`src/rtl/wb_pkg.sv`:
```
// Shared types for the write-back queue: default widths, entry payload and
// drain FSM states.
package wb_pkg;

  localparam int unsigned WB_DATA_W = 32;
  localparam int unsigned WB_ADDR_W = 5;

  typedef struct packed {
    logic [WB_ADDR_W-1:0] rd;
    logic [WB_DATA_W-1:0] data;
  } wb_entry_t;

  typedef enum logic {
    IDLE  = 1'b0,
    WRITE = 1'b1
  } wb_state_t;

endpackage

```
`src/rtl/wb_fifo.sv`:
```
// In-order entry storage for the write-back queue: up to two pushes and one pop
// per cycle, with the storage array exposed for the forwarding search.
module wb_fifo
  import wb_pkg::*;
#(
  parameter int unsigned DEPTH = 4,
  parameter type entry_t = wb_entry_t,
  localparam int unsigned PW = $clog2(DEPTH),
  localparam int unsigned CW = PW + 1
) (
  input  logic          clk,
  input  logic          rst,
  input  logic          push0,
  input  entry_t        push0_data,
  input  logic          push1,
  input  entry_t        push1_data,
  input  logic          pop,
  output entry_t        slots [DEPTH],
  output logic [PW-1:0] head,
  output logic [CW-1:0] count,
  output logic          full,
  output logic          empty
);

  logic [PW-1:0] tail;

  // Pointer and occupancy bookkeeping; push1 always lands after push0.
  always_ff @(posedge clk) begin
    if (!rst) begin
      head  <= '0;
      tail  <= '0;
      count <= '0;
    end else begin
      tail  <= tail + PW'(push0) + PW'(push1);
      head  <= head + PW'(pop);
      count <= count + CW'(push0) + CW'(push1) - CW'(pop);
    end
  end

  // Storage needs no reset: only slots below count are ever observed.
  always_ff @(posedge clk) begin
    if (rst && push0) slots[tail] <= push0_data;
    if (rst && push1) slots[tail + PW'(1)] <= push1_data;
  end

  assign full  = (count == CW'(DEPTH));
  assign empty = (count == '0);

endmodule

```
`src/rtl/wb_queue.sv`:
```
// Write-back queue: accepts load/ALU results in order, drains them into the
// register file write port, and forwards pending destinations to decode.
module wb_queue
  import wb_pkg::*;
#(
  parameter int unsigned DEPTH       = 4,
  parameter int unsigned DATA_W      = WB_DATA_W,
  parameter int unsigned ADDR_W      = WB_ADDR_W,
  parameter int unsigned ACK_TIMEOUT = 8,
  localparam int unsigned PW = $clog2(DEPTH),
  localparam int unsigned CW = PW + 1
) (
  input  logic              clk,
  input  logic              rst,
  input  logic              mem_valid,
  input  logic [ADDR_W-1:0] mem_rd,
  input  logic [DATA_W-1:0] mem_data,
  output logic              mem_ready,
  input  logic              alu_valid,
  input  logic [ADDR_W-1:0] alu_rd,
  input  logic [DATA_W-1:0] alu_data,
  output logic              alu_ready,
  output logic              rf_write,
  output logic [ADDR_W-1:0] rf_rd,
  output logic [DATA_W-1:0] rf_data,
  input  logic              rf_write_finish,
  input  logic [ADDR_W-1:0] rs,
  input  logic [ADDR_W-1:0] rt,
  output logic              rs_pending,
  output logic              rt_pending,
  output logic [DATA_W-1:0] rs_fwd_data,
  output logic [DATA_W-1:0] rt_fwd_data,
  output logic [CW-1:0]     count,
  output logic              full,
  output logic              empty,
  output logic              ack_err
);

  localparam int unsigned TW = $clog2(ACK_TIMEOUT + 1);

  typedef struct packed {
    logic [ADDR_W-1:0] rd;
    logic [DATA_W-1:0] data;
  } entry_t;

  entry_t        slots [DEPTH];
  logic [PW-1:0] head;
  logic          fifo_full;
  logic          fifo_empty;

  logic [CW-1:0] free;
  logic          mem_nz;
  logic          alu_nz;
  logic          mem_st;
  logic          alu_st;
  logic          push0;
  logic          push1;
  entry_t        push0_data;
  entry_t        push1_data;
  logic          pop;

  wb_state_t     state;
  wb_state_t     state_nxt;
  logic [TW-1:0] wait_cnt;
  logic [TW-1:0] wait_nxt;
  logic          err_nxt;
  logic [CW-1:0] cnt_nxt;

  // Acceptance: free space is taken before this cycle's pop; mem has priority.
  assign free      = CW'(DEPTH) - count;
  assign mem_nz    = (mem_rd != '0);
  assign alu_nz    = (alu_rd != '0);
  assign mem_ready = rst & (free >= CW'(1));
  assign alu_ready = rst & (free >= (CW'(1) + CW'(mem_valid & mem_nz)));
  assign mem_st    = mem_valid & mem_ready & mem_nz;
  assign alu_st    = alu_valid & alu_ready & alu_nz;

  always_comb begin
    push0      = mem_st | alu_st;
    push1      = mem_st & alu_st;
    push0_data = mem_st ? {mem_rd, mem_data} : {alu_rd, alu_data};
    push1_data = {alu_rd, alu_data};
  end

  wb_fifo #(
    .DEPTH   (DEPTH),
    .entry_t (entry_t)
  ) u_fifo (
    .clk        (clk),
    .rst        (rst),
    .push0      (push0),
    .push0_data (push0_data),
    .push1      (push1),
    .push1_data (push1_data),
    .pop        (pop),
    .slots      (slots),
    .head       (head),
    .count      (count),
    .full       (fifo_full),
    .empty      (fifo_empty)
  );

  always_ff @(posedge clk) begin
    if (!rst) begin
      state    <= IDLE;
      wait_cnt <= '0;
      ack_err  <= 1'b0;
    end else begin
      state    <= state_nxt;
      wait_cnt <= wait_nxt;
      ack_err  <= err_nxt;
    end
  end

  // Drain FSM: pop on ack, or drop the head once it has waited ACK_TIMEOUT cycles.
  always_comb begin
    state_nxt = state;
    wait_nxt  = wait_cnt;
    err_nxt   = ack_err;
    pop       = 1'b0;
    if (rst && state == WRITE) begin
      if (rf_write_finish) begin
        pop      = 1'b1;
        wait_nxt = '0;
      end else if (wait_cnt == TW'(ACK_TIMEOUT - 1)) begin
        pop      = 1'b1;
        wait_nxt = '0;
        err_nxt  = 1'b1;
      end else begin
        wait_nxt = wait_cnt + TW'(1);
      end
    end
    cnt_nxt   = count + CW'(push0) + CW'(push1) - CW'(pop);
    state_nxt = (cnt_nxt != '0) ? WRITE : IDLE;
  end

  assign rf_write = rst & (state == WRITE);
  assign rf_rd    = rf_write ? slots[head].rd   : '0;
  assign rf_data  = rf_write ? slots[head].data : '0;
  assign full     = rst & fifo_full;
  assign empty    = ~rst | fifo_empty;

  logic              rs_hit;
  logic              rt_hit;
  logic [DATA_W-1:0] rs_val;
  logic [DATA_W-1:0] rt_val;

  // Walk oldest to youngest so the youngest matching entry wins.
  always_comb begin
    rs_hit = 1'b0;
    rt_hit = 1'b0;
    rs_val = '0;
    rt_val = '0;
    for (int i = 0; i < int'(DEPTH); i++) begin
      if (CW'(i) < count) begin
        if (slots[head + PW'(i)].rd == rs) begin
          rs_hit = 1'b1;
          rs_val = slots[head + PW'(i)].data;
        end
        if (slots[head + PW'(i)].rd == rt) begin
          rt_hit = 1'b1;
          rt_val = slots[head + PW'(i)].data;
        end
      end
    end
  end

  assign rs_pending  = rst & (rs != '0) & rs_hit;
  assign rt_pending  = rst & (rt != '0) & rt_hit;
  assign rs_fwd_data = rs_pending ? rs_val : '0;
  assign rt_fwd_data = rt_pending ? rt_val : '0;

endmodule

```
`config.mk`:
```
export PLATFORM = sky130hd
export DESIGN_NAME = wb_queue
export DESIGN_NICKNAME = d
export VERILOG_FILES = /design/src/rtl/wb_pkg.sv /design/src/rtl/wb_fifo.sv /design/src/rtl/wb_queue.sv
export SDC_FILE = /design/constraint.sdc
export NUM_CORES = 1
export LEC_CHECK = 0
export CAP_MARGIN = 5
export CORE_MARGIN = 2
export CORE_UTILIZATION = 50
export CTS_CLUSTER_SIZE = 16
export DETAILED_ROUTE_END_ITERATION = 7
export PLACE_DENSITY = 0.75
export REMOVE_ABC_BUFFERS = 1
export SYNTH_ARGS = -nofsm -noshare
export SYNTH_HDL_FRONTEND = slang
export SYNTH_SLANG_ARGS = --single-unit
```
`constraint.sdc`:
```
create_clock -name clk -period 4.9 [get_ports clk]
set_input_delay 0.735 -clock clk [delete_from_list [all_inputs] [get_ports clk]]
set_output_delay 0.735 -clock clk [all_outputs]
set_load 0.05 [all_outputs]
```
==> impl_metrics.yaml, run 1 <==
final_layout:
  nNetsFinal: 1788
  drive_gt1_frac: 0.204
  area.growth.synth_to_final_pct: 22.1
  multi_input_area_um2: 8940
  design_area_um2: 16000
  seq_area_um2: 3230
  final_core_util: 0.619
  n_fill_cell: 2190
sta:
  finalHoldViolCount: 0
  hold-worst-slack_ps: 474
  slew_violations: 0
  rsz0062_at_grt: "false"
  finalCritPeriodShare: 0.962
  setup_viol: 0
  worst_pin_slew_ps: 1290
  clock_skew_ps: 8.58
  fmax_mhz: 212
  slew_headroom: 0.134
  finalCriticalPeriod_ps: 4710
grt:
  grt_util_all_layers: 0.327
  grt_max_degree: 74
  grt_pass1_vias: 13100
  overflow: 0
  antenna_found_initial: 1
  grt_pass1_wl_mm: 72.5
logic_synthesis:
  avgSynthCellArea_um2: 8.32
  async_flop_share: 0
  synth-seq-cells: 161
  netlist_area_um2: 13100
  yosysUniqueCellTypes: 64
  yosysSeqAreaShare: 0.246
  synth_top_area_frac: 0.246
  synth_common_cells: "182 x nor2_1, 161 x dfxtp_1, 150 x o22ai_1, 142 x nand2_1, 108 x a2bb2oi_1"
  synthCells: 1577
  yosysMostFrequentCell: "nor2_1"
  yosys_warnings: 0
  synth_edf_count: 0
  yosysTopAreaCell: "dfxtp_1"
  ys.flop_type: "dfxtp_1"
  netlist_top_cells_area: "dfxtp_1 25%, mux2i_1 8.0%, a2bb2oi_1 7.2%"
critical_path:
  worstSetupEndpointType: "primary output"
  crit_path_start_kind: "flop"
  crit_fanout: 33
  required_ps: 4160
  crit_arrival_ps: 3980
  worstSetupPathType: "flop to primary output"
clock_network:
  clock_latency_ps: 440
  cts_sinks: 161
  cts_root_buf: "clkbuf_16"
  cts_tree: "built"
  clk_path_buf_depth: 2
  cts_buffers: 17
  cts.reportedPaths.clkPinSlew_ps: 70
  cts_max_level: 4
floorplanning:
  fp-row-count: 59
  dieArea_um2: 27600
  ioPinCount: 201
  die_y_um: 166
  core_area_um2: 25900
  fp.dieW_um: 166
  start_util: 0.507
power_and_ir_drop:
  vdd_drop_max_uv: 319
  cellLeakagePower_nw: 5.88
  p_comb_frac: 0.568
  p_sw_mw: 4.19
  power_density_nw_per_um2: 564
  power_frac_seq: 0.282
  clock_power_share: 0.150
  swShare: 0.464
  p_int_mw: 4.85
routing:
  num_vias: 13700
  drt_iter0_markers: 1802
  routedWlPerCell_um: 23.0
  ant_nets: 0
  drc: 0
  routed_wl_mm: 46.9
  drtPass1Iterations: 6
  viasPerCell: 6.72
placement:
  post_dp_cell_area_um2: 15400
  dp_hpwl_mm: 29.6
  numPortBuffers: 200
  place_congestion: 0.914
status:
  status: "complete, no violations"
run:
  cap_violations: 0
hold_path:
  min_path_type: "flop to flop"
## state kept, by name (all words and copies together) (netlist names)
| register | flops |
|---|---|
| u_fifo.tail | 2 |
| u_fifo.count | 3 |
| u_fifo.head | 2 |
| wait_cnt | 4 |
| ack_err | 1 |
| u_fifo.slots | 148 |
| state | 1 |
## layout by cell type, fill, tap and decap left out, types with 11 or more instances in the layout
cell type / count
mux4_2: 13
xor2_1: 12
inv_1: 37
mux2i_1: 105
o21ai_0: 47
a22oi_1: 20
o221ai_1: 32
a21oi_1: 107
nor2_1: 177
clkbuf_16: 17
o221ai_2: 30
dfxtp_1: 159
o22ai_1: 150
nor2_2: 27
a2bb2oi_1: 108
buf_12: 38
clkdlybuf4s50_1: 131
and2_1: 11
buf_4: 79
a22oi_2: 11
mux2_2: 43
nor3_2: 31
xnor2_1: 32
nand2_1: 137
a211o_1: 23
## stage by stage
step           total power [mW]  std cells  setup slack, ps  setup TNS (ps)
6_report                   9.03       2034              187               0
4_1_cts                    8.92       2032             76.3               0
2_1_floorplan              6.15       1416            -4880         -407290
3_5_place_dp               7.55       2000              308               0
3_3_place_gp               7.39       2000              353               0
5_1_grt                    9.59       2034             82.4               0
## final timing paths
path              startpoint                to  slack (ps)  cells past startpoint
max reg2reg  u_fifo.count[0]  u_fifo.slots[24]        1140                     11
min                  ack_err           ack_err         470                      2
min reg2reg          ack_err           ack_err         470                      2
max           u_fifo.head[0]   rt_fwd_data[21]         190                     11
## power by group through the flow
stage	registers [mW]	logic (mW)	clock network [mW]
final	2.55	5.13	1.35
after global routing	2.62	5.56	1.42
after CTS	2.52	5.05	1.35
after detailed placement	2.55	5.01	0
after global placement	2.50	4.89	0
after floorplan	2.44	3.71	0
## cells by family after synthesis
group | synth area share
adder cells (fa/ha/maj) | 0.0151
buffers and inverters | 0.0795
AND/OR/NAND/NOR | 0.160
flip-flops | 0.246
multiplexers | 0.153
XOR/XNOR | 0.0306
AO/OA/AOI/OAI | 0.316
## metal layers
layer  share of wire  track usage
met5               0            0
met2            0.46        0.531
met4           0.054        0.176
met3            0.11       0.0729
met1            0.38        0.404
## final cells by class
class / instances / area share
Multi-Input combinational cell: 1215 / 0.558
Sequential cell: 161 / 0.202
Timing Repair Buffer: 250 / 0.168
Clock buffer: 17 / 0.0265
Tap cell: 335 / 0.0262
Clock inverter: 15 / 0.0107
Inverter: 40 / 0.00952
Antenna cell: 1 / 0.000156
## timing repair
action	CTS	global route
endpoints found under the setup margin	0	2
buffers inserted	0	1
resized for setup	0	1
hold buffers	0	0
## critical path, cell delays in order, from the launching register on
cell      delay, ps
dfxtp_4         500
mux4_4          710
xnor2_1         150
nand4_1         160
or2_2           160
buf_6           370
o211a_1         250
buf_4           380
nand3_1         140
a221oi_1        360
buf_4           200
buf_12          130
(Power assumes the default switching activity.)
==> run 2, diff against run 1 <==
Settings changed: CTS_BUF_LIST set to sky130_fd_sc_hd__clkbuf_8.
==> impl_metrics.yaml, run 2 (synthesized netlist as in run 1, its figures left out) <==
status:
  status: "complete, no violations"
power_and_ir_drop:
  fin_total_pwr_mw: 8.68
  vdd_drop_max_uv: 274
  p_sw_mw: 4.13
  swShare: 0.476
  p_comb_frac: 0.590
  p_int_mw: 4.54
  clock_power_share: 0.117
  power_density_nw_per_um2: 548
  cellLeakagePower_nw: 5.79
  power_frac_seq: 0.293
critical_path:
  worst-path-buf-inv: 4
  reg2reg_from: "u_fifo.count[0]"
  crit_slowest_cell: "mux4_4"
  cp_top_family: "buffers and inverters"
  cp_common_cell: "buf_4"
  crit_arrival_ps: 3980
  timing.critical_path.to: "rt_fwd_data[21]"
  worstSetupPathType: "flop to primary output"
  worstPathCellList: "mux4_4 > xnor2_1 > nand4_1 > or2_2 > buf_6 > o211a_1 > buf_4 > nand3_1 > a221oi_1 > buf_4 > buf_12"
  worstSetupPathDepth: 11
  crit_fanout: 33
  worstSetupEndpointType: "primary output"
  required_ps: 4160
  crit_start: "u_fifo.head[0]"
  critical_path.max_stage_delay_ps: 710
  reg2reg_setup_slack_ps: 1130
  crit_path_start_kind: "flop"
  r2r_cells: 11
  reg2reg_to: "u_fifo.slots[24]"
grt:
  grt_pass1_vias: 13000
  overflow: 0
  grt_pass1_wl_mm: 71.9
  grt_util_all_layers: 0.324
  grt_max_degree: 74
  antenna_found_initial: 1
clock_network:
  cts_max_level: 4
  cts_buffers: 17
  cts_tree: "built"
  clock_latency_ps: 480
  cts_root_buf: "clkbuf_8"
  hold_buffers: 0
  clk_path_buf_depth: 2
  cts.reportedPaths.clkPinSlew_ps: 90
  cts_sinks: 161
sta:
  worst_pin_slew_ps: 1280
  slew_violations: 0
  slew_headroom: 0.140
  fmax_mhz: 212
  layout_setup_ws_ps: 182
  finalHoldViolCount: 0
  finalCritPeriodShare: 0.963
  setup_viol: 0
  rsz0062_at_grt: "false"
  finalCriticalPeriod_ps: 4720
  clock_skew_ps: 14.1
hold_path:
  min_path_type: "flop to flop"
placement:
  place_congestion: 0.914
  dp.cells: 2000
  post-place-ws_ps: 308
  dp_hpwl_mm: 29.6
  numPortBuffers: 200
final_layout:
  top_register: "u_fifo.slots"
  nNetsFinal: 1788
  final_common_cell: "nor2_1"
  top_regs: "u_fifo.slots x148, wait_cnt x4, u_fifo.count x3"
  largest_reg_flops: 148
  drive_gt1_frac: 0.204
  final_cell_mix: "177 x nor2_1, 159 x dfxtp_1, 150 x o22ai_1"
  final_cells: 2034
  area.growth.synth_to_final_pct: 20.7
routing:
  ant_nets: 0
  drt_iter0_markers: 1696
  viasPerCell: 6.68
  num_vias: 13600
  routedWlPerCell_um: 22.9
  drc: 0
  drtPass1Iterations: 6
  routed_wl_mm: 46.6
floorplanning:
  fp.dieW_um: 166
  die_y_um: 166
  ioPinCount: 201
  fp-row-count: 59
  dieArea_um2: 27600
  start_util: 0.507
  core_area_um2: 25900
run:
  cap_violations: 0
run 2: cell counts in the layout (fill, tap and decap cells not counted):
Identical to the previous run, type by type.
run 2: cell type report:
cell class              instances  area, µm²
multi-input cells            1215       8940
flip-flops and latches        161       3230
fillers                      2222      10100
clock buffers                  17        234
repair buffers                250       2690
inverters                      40        153
clock inverters                15        171
diodes                          1       2.50
well taps                     335        419
run 2: per-layer routing:
metal	up-vias	wire [µm]	GRT usage
met5	-	0	0
met4	0	2120	0.159
met2	893	21500	0.531
met1	6413	18000	0.400
li1	6111	-	-
met3	180	4980	0.0786
run 2: through the flow:
stage          TNS, ps  instance area [µm²]   util  hold WS, ps
2_1_floorplan  -407290                12200      -          480
3_3_place_gp         0                15400  0.595          458
3_5_place_dp         0                15400  0.595          463
4_1_cts              0                15800  0.611          484
5_1_grt              0                15800  0.611          512
6_report             0                15800  0.611          482
run 2: power by group through the flow:
stage / clock (mW) / combinational [mW] / sequential [mW]
floorplan: 0 / 3.71 / 2.44
global placement: 0 / 4.89 / 2.50
detailed placement: 0 / 5.01 / 2.55
CTS: 1.01 / 5.04 / 2.52
global route: 1.07 / 5.55 / 2.61
finish: 1.01 / 5.12 / 2.55
run 2: worst min path at each step:
| stage | from | endpoint | slack (ps) | cells after the start |
|---|---|---|---|---|
| 2_1_floorplan | wait_cnt[3] | wait_cnt[3] | 480 | 2 |
| 5_1_grt | ack_err | ack_err | 510 | 2 |
| 3_5_place_dp | ack_err | ack_err | 460 | 2 |
| 3_3_place_gp | ack_err | ack_err | 460 | 2 |
| 4_1_cts | ack_err | ack_err | 480 | 2 |
| 6_report | ack_err | ack_err | 480 | 2 |
run 2: timing repair:
item                       CTS  global route
buffers inserted             0             1
setup endpoints to repair    0             3
resized for setup            0             1
run 2: worst min-delay path: cells and delay by family (launching register included):
family             cells  cell delay, ps
AOI/OAI and AO/OA      1              40
DFF                    1             340
and+or+nand+nor        1              70
==> run 3, diff against run 2 <==
Settings changed: RECOVER_POWER set to 100.
==> impl_metrics.yaml, run 3 (synthesized netlist as in run 1, its figures left out) <==
status:
  status: "complete, no violations"
critical_path:
  crit_fanout: 20
  crit_arrival_ps: 5160
  worstSetupEndpointType: "flop"
  worstSetupPathType: "input pin to flop"
  required_ps: 5290
  crit_path_start_kind: "input pin"
sta:
  finalCriticalPeriod_ps: 4770
  worst_pin_slew_ps: 1330
  finalCritPeriodShare: 0.973
  fin_tns_setup_ps: 0
  clock_skew_ps: 11.1
  finalHoldViolCount: 0
  slew_violations: 0
  rsz0062_at_grt: "false"
  setup_viol: 0
  fmax_mhz: 210
  slew_headroom: 0.107
power_and_ir_drop:
  cellLeakagePower_nw: 5.78
  vdd_drop_max_uv: 274
  power_density_nw_per_um2: 555
clock_network:
  clock_latency_ps: 480
  clk_path_buf_depth: 2
  cts_buffers: 17
  cts.reportedPaths.clkPinSlew_ps: 90
  cts_sinks: 161
  cts_max_level: 4
  cts_tree: "built"
  cts_root_buf: "clkbuf_8"
final_layout:
  drive_gt1_frac: 0.192
  largest_reg_flops: 148
  final_common_cell: "nor2_1"
  design_area_um2: 15500
  top_regs: "u_fifo.slots x148, wait_cnt x4, u_fifo.count x3"
  nNetsFinal: 1788
  final_cell_mix: "181 x nor2_1, 159 x dfxtp_1, 150 x o22ai_1"
  final_core_util: 0.598
  area.growth.synth_to_final_pct: 18.2
  top_register: "u_fifo.slots"
floorplanning:
  dieArea_um2: 27600
  core_area_um2: 25900
  ioPinCount: 201
  fp.dieW_um: 166
  fp-row-count: 59
  die_y_um: 166
  start_util: 0.507
routing:
  num_vias: 13600
  drtPass1Iterations: 6
  routed_wl_mm: 46.6
  drc: 0
  viasPerCell: 6.69
  ant_nets: 0
  drt_iter0_markers: 1658
  routedWlPerCell_um: 22.9
grt:
  antenna_found_initial: 1
  grt_max_degree: 74
  overflow: 0
  grt_pass1_vias: 13000
  grt_util_all_layers: 0.324
  grt_pass1_wl_mm: 71.9
placement:
  post_dp_cell_area_um2: 15400
  numPortBuffers: 200
  dp_hpwl_mm: 29.6
  place_congestion: 0.914
hold_path:
  min_path_type: "flop to flop"
run:
  cap_violations: 0
## run 3: changes by cell type in the layout (fill, tap and decap cells not counted), sizes merged
cell           change
dlymetal6s2s       +1
clkdlybuf4s50     -37
dlygate4sd3       +37
clkbuf            +45
buf               -46
## run 3: worst paths after layout
| kind | from | to | slack, ps | depth (start not counted) |
|---|---|---|---|---|
| max reg2reg | u_fifo.count[0] | u_fifo.slots[24] | 690 | 10 |
| min | ack_err | ack_err | 470 | 2 |
| max | mem_rd[0] | u_fifo.slots[24] | 130 | 11 |
| min reg2reg | ack_err | ack_err | 470 | 2 |
## run 3: worst max-delay path, stage by stage
cell and delay, ps:
dlygate4sd3_1 620, or4_1 670, o21ai_0 300, ha_1 280, nand2b_1 140, a21oi_1 220, o31a_1 430, nor2_4 90
a21boi_2 990, buf_4 450, a2bb2oi_1 220
## run 3: area by class of cell
type | count | area, µm²
multi-input cells | 1215 | 8860
well taps | 335 | 419
clock inverters | 15 | 171
clock buffers | 17 | 234
diodes | 1 | 2.50
inverters | 40 | 153
flip-flops and latches | 161 | 3230
fillers | 2289 | 10400
repair buffers | 250 | 2440
## run 3: metrics by stage
| stage | power, mW | setup WS [ps] | std cells | hold slack (ps) |
|---|---|---|---|---|
| 2_1_floorplan | 6.15 | -4880 | 1416 | 480 |
| 3_3_place_gp | 7.39 | 353 | 2000 | 458 |
| 3_5_place_dp | 7.55 | 308 | 2000 | 463 |
| 4_1_cts | 8.57 | 22.2 | 2032 | 484 |
| 5_1_grt | 9.16 | 12.6 | 2034 | 506 |
| 6_report | 8.61 | 130 | 2034 | 473 |
## run 3: layer usage
layer / global-route usage / share of wire
met1: 0.400 / 0.39
met2: 0.531 / 0.46
met3: 0.0786 / 0.11
met4: 0.159 / 0.047
met5: 0 / 0
## run 3: timing repair
item                       in CTS  in global routing
hold buffers                    0                  0
buffers inserted                0                  1
resized for setup               0                  1
setup endpoints to repair       0                  3
## run 3: power breakdown
part           switching [mW]  internal [mW]  total [mW]
registers               0.562           1.98        2.54
logic                    2.97           2.08        5.05
clock network           0.585          0.428        1.01
